$ cat src/rtl/mac.sv
// Unsigned multiply-accumulate element for the accelerator datapath.
// Each cycle the product a*b is zero-extended and added into a running
// accumulator. The accumulator register drives `out` directly, so the
// latency from operands to output is exactly one clock. A synchronous,
// active-high reset clears the sum. Overflow wraps modulo 2^ACC_WIDTH.
//
// ACC_WIDTH must be at least 2*DATA_WIDTH. The zero-extension below is
// written as a width cast, so it stays legal when the two are equal.
module mac #(
  parameter int DATA_WIDTH = 8,
  parameter int ACC_WIDTH  = 24
) (
  input  logic                  clk,
  input  logic                  reset,
  input  logic [DATA_WIDTH-1:0] a,
  input  logic [DATA_WIDTH-1:0] b,
  output logic [ACC_WIDTH-1:0]  out
);

  localparam int PROD_WIDTH = 2 * DATA_WIDTH;

  logic [PROD_WIDTH-1:0] prod;
  logic [ACC_WIDTH-1:0]  prod_ext;
  logic [ACC_WIDTH-1:0]  acc_d;
  logic [ACC_WIDTH-1:0]  acc_q;

  // Full-width unsigned product, zero-extended, then added to the running sum.
  // The carry out of the top bit is dropped, which gives the modulo wrap.
  always_comb begin
    prod     = PROD_WIDTH'(a) * PROD_WIDTH'(b);
    prod_ext = ACC_WIDTH'(prod);
    acc_d    = acc_q + prod_ext;
  end

  // Accumulator register. Reset wins over accumulation, so any operands
  // present during a reset cycle are discarded.
  always_ff @(posedge clk) begin
    if (reset) begin
      acc_q <= '0;
    end else begin
      acc_q <= acc_d;
    end
  end

  assign out = acc_q;

endmodule

$ cat config.mk
export PLATFORM = sky130hd
export DESIGN_NAME = mac
export DESIGN_NICKNAME = d
export VERILOG_FILES = /design/src/rtl/mac.sv
export SDC_FILE = /design/constraint.sdc
export NUM_CORES = 1
export LEC_CHECK = 0
export CAP_MARGIN = 20
export CELL_PAD_IN_SITES_DETAIL_PLACEMENT = 2
export CELL_PAD_IN_SITES_GLOBAL_PLACEMENT = 2
export CORE_MARGIN = 1.5
export CORE_UTILIZATION = 25
export CTS_CLUSTER_SIZE = 25
export DETAILED_ROUTE_END_ITERATION = 6
export MAX_ROUTING_LAYER = met4
export PLACE_DENSITY = 0.58
export SYNTH_ARGS = -nofsm -noshare
export SYNTH_HDL_FRONTEND = slang
export SYNTH_SLANG_ARGS = --single-unit
$ cat constraint.sdc
create_clock -name clk -period 5.3 [get_ports clk]
set_input_delay 0.53 -clock clk [delete_from_list [all_inputs] [get_ports clk]]
set_output_delay 0.53 -clock clk [all_outputs]
set_load 0.005 [all_outputs]
Yosys cells after proc, flatten, opt, wreduce, memory -nomap -nowiden
Cells that the tools add are included.
{"block": "classes", "addsub": 1, "mul": 1}
{"operator": "$add 24x16->24", "n": 1}
{"operator": "$mul 8x8->16", "n": 1}
{"block": "word_totals", "output_inout_bits": 24, "ff_bits": 24, "word_cells": 3, "in_bits": 18}

Logic depth before layout (Yosys ltp)
{"block": "logic_depth", "depth_word": 2, "ltp_mapped": 18, "depth_no_buf": 17}

Worst setup path after synthesis
Ideal clock, no wire load.
{"block": "synth_path", "path_kind": "input port to flip-flop", "startpoint": "input port b[1]", "endpoint": "register acc_q[23], in the netlist out[23]", "cell_stages": 16, "path_buffers": 1, "arrival_ns": 4.458, "setup_slack_ns": 0.720, "setup_ns": 0.121, "required_time_ns": 5.179, "cell_sequence": "clkbuf_1 nand2_1 fa_1 inv_1 fa_1 fa_1 inv_1 fa_1 inv_1 ha_1 o211ai_1 a21o_1 a211o_1 a31oi_2 nand3_2 mux2_4"}
{"block": "synth_via", "elab_chain_len": 2}
{"element": "from (decl)", "line": "16", "text": "input logic [DATA_WIDTH-1:0] b,"}
{"element": "$mul 8x8->16", "line": "30", "text": "prod = PROD_WIDTH'(a) * PROD_WIDTH'(b);"}
{"element": "$add 24x16->24", "line": "32", "text": "acc_d = acc_q + prod_ext;"}
{"element": "to (signal assigned)", "line": "39", "text": "acc_q <= '0;"}
{"element": "to (signal assigned)", "line": "41", "text": "acc_q <= acc_d;"}
{"element": "to (decl)", "line": "25", "text": "logic [ACC_WIDTH-1:0] acc_q;"}
Every way passes these cells.
A chain may end at the register's enable or synchronous reset.

Worst setup path after layout
{"block": "layout_path", "startpoint": "input port a[6]", "endpoint": "register acc_q[23], in the netlist out[23]"}
{"block": "layout_via", "elab_chain_len": 2}
{"element": "from (decl)", "line": "15", "text": "input logic [DATA_WIDTH-1:0] a,"}
{"element": "$mul 8x8->16", "line": "30"}
{"element": "$add 24x16->24", "line": "32"}
Every way passes these cells.

==> flow_summary.yaml <==
run_status:
  outcome: "completed"
setup_path:
  critPathMaxStageDelay_ns: 0.56
  cpLargestDelayFamily: "adder cells"
  worstSetupEndpointType: "flop"
  cpMostUsedCell: "fa_1"
  cp_max_fo: 6
  startpoint_type: "primary input"
  cp.buffers_inverters: 5
  critPathKind: "primary input to flop"
  cp_data_required_time_ns: 5.46
  path_cells: "clkdlybuf4s50_1 > buf_4 > nand2_1 > fa_1 > inv_1 > fa_1 > fa_1 > inv_1 > fa_1 > inv_1 > ha_2 > o211ai_1 > a21o_1 > a211o_1 > a31oi_4 > nand3_2 > mux2_4"
  crit_slowest_cell: "fa_1"
  arrival_ns: 5.20
cts:
  cts_buffers: 3
  clk_path_buf_depth: 2
  cts.sinks: 24
  hold_buffers: 0
  root_buffer: "clkbuf_16"
  path_clk_slew_ns: 0.07
  worstSkewPairLatency_ns: 0.27
  cts.htree.levels: 1
  cts_tree: "yes"
timing:
  grt_setup_unrepaired: "no"
  fin_hold_ws_ns: 0.5467
  period_share_pct: 95.02
  drv_slew: 0
  worstMarginPinSlew_ns: 0.4053
  final-setup-viol-count: 0
  finalHoldViolCount: 0
  fmax_ghz: 0.1986
  layout_setup_ws_ns: 0.2638
  finalClockSkew_ns: 0.002063
  slew_headroom_pct: 72.80
  post-route-min-period_ns: 5.036
detailed_routing:
  drtAntennaViolNets: 0
  via_count: 2859
  drc: 0
  via_per_inst: 4.378
  drt_iter0_drc: 53
  drt_wl_total_microns: 9843
  drt_pass1_iterations: 4
  wl_per_cell_microns: 15.07
floorplanning:
  rows: 42
  start_util_pct: 25.94
  pin_count: 42
  fp.dieW_microns: 120.9
  dieArea_sq_mm: 0.01462
  die_y_microns: 120.9
  core_sq_mm: 0.01340
yosys:
  seq_area_frac_synth_pct: 13.82
  post_synth_num_cell_types: 40
  yosysWarnings: 0
  synthCells: 409
  yosysTopAreaCell: "fa_1"
  synth_edf_count: 0
  synth.cell_area_sq_mm: 0.003476
  avgSynthCellArea_sq_um: 8.498
  synthArstFlopShare_pct: 0
  synth_top_area_share_pct: 28.80
  synth_seq_cells: 24
  synth_ff_type: "dfxtp_1"
  syn_nets: 518
  synthTopCellsByArea: "fa_1, ha_1, dfxtp_1, inv_1, and2_1"
hold_path:
  hp-class: "flop to flop"
global_route:
  antenna_found_initial: 0
  first_global_vias: 3428
  grt_first_pass_wirelength_microns: 17160
  grt_max_degree: 27
  grt_use_total_pct: 15.19
  grt-ovfl-total: 0
placement:
  portBuffers: 41
  dpl.hpwl_microns: 8717
  dp.cells: 649
  place_area_sq_mm: 0.004305
  gp_congestion: 0.7456
  dp_slack_ns: -0.1727
cells_and_area:
  syn_to_final_growth_pct: 27.79
  final_cells: 653
  layout-drive-gt1-share_pct: 9.434
  postLayoutCellArea_sq_mm: 0.004442
  layout_common_cells: "inv_1, fa_1, nand2_1"
  largest_reg_flops: 24
  diodes: 0
  layout_commonest_cell: "inv_1"
  finalNetCount: 587
  fillers: 1584
run:
  maxCapViolations: 0
power_and_ir_drop:
  ir_drop_v: 0.0001873
  p_leak_uw: 0.002237
  p_per_area_mw_per_mm2: 589.2
==> power breakdown <==
group	internal [uW]	total, uW	switching (uW)
clock	151	226	75.4
sequential	239	272	32.4
combinational	988	2120	1130
total	1380	2620	1240
==> cell type report <==
type / count / area, sq um / share of cell area (%)
multi-input cells: 279 / 2614 / 58.85
well taps: 176 / 220.2 / 4.958
flip-flops and latches: 24 / 480.5 / 10.82
inverters: 99 / 371.6 / 8.366
clock inverters: 1 / 30.03 / 0.6761
repair buffers: 71 / 650.6 / 14.65
clock buffers: 3 / 75.07 / 1.690
==> stage by stage <==
| step | power (uW) | TNS [ns] | util (%) |
|---|---|---|---|
| after floorplan | 1630 | 0 | - |
| after global placement | 2388 | -0.2828 | 32.13 |
| after detailed placement | 2428 | -0.5017 | 32.13 |
| after CTS | 2684 | 0 | 32.91 |
| after global routing | 2965 | 0 | 33.15 |
| final | 2617 | 0 | 33.15 |
==> worst reg2reg max path, stage by stage, from the launching register on <==
cell and delay [ns]:
dfxtp_1 0.38, inv_1 0.08, fa_1 0.54, inv_1 0.05, fa_1 0.50, inv_1 0.05
fa_1 0.48, fa_1 0.56, inv_1 0.05, ha_1 0.32, o211ai_1 0.11, a21o_1 0.19
a211o_1 0.36, a31oi_4 0.23, nand3_2 0.10, mux2_4 0.30
==> kinds of logic after synthesis <==
group	Yosys count	share of synthesized area, %
compound gates	46	8.675
buf+inv	106	11.45
fa+ha+maj	91	43.56
xor+xnor	12	3.024
simple gates	128	18.72
mux	2	0.7558
flops	24	13.82
==> per-layer routing <==
layer  global-route usage, %  part of all wire (%)  wire length (microns)  up-vias
li1                        -                     -                      -     1399
met1                   20.07                    49                   4823     1413
met2                   25.53                    48                   4691       36
met3                   1.128                   1.8                    181       11
met4                   3.529                   1.5                    146        0
met5                       -                     0                      0        -
==> synthesized netlist by cell type, types with 5 or more instances <==
cell,n
and2_1,37
o21ai_0,7
nor2b_1,6
nand2_1,41
clkbuf_1,7
dfxtp_1,24
ha_1,41
nor2_1,20
a21oi_1,16
inv_1,99
xor2_1,5
fa_1,50
xnor2_1,7
==> path summary, 6_finish.rpt <==
check	startpoint	end	slack, ns	cells after the start
worst max-delay path	a[6]	out[23]	0.26	17
worst min-delay path	out[21]	out[21]	0.55	2
worst max register to register	out[6]	out[23]	0.89	15
worst min register to register	out[21]	out[21]	0.55	2
==> timing repair <==
| item | 4_1_cts | 5_1_grt |
|---|---|---|
| setup buffers | 0 | 0 |
| setup endpoints to repair | 0 | 5 |
| gates resized for setup | 0 | 9 |
Power figures use the tool's default switching activity.
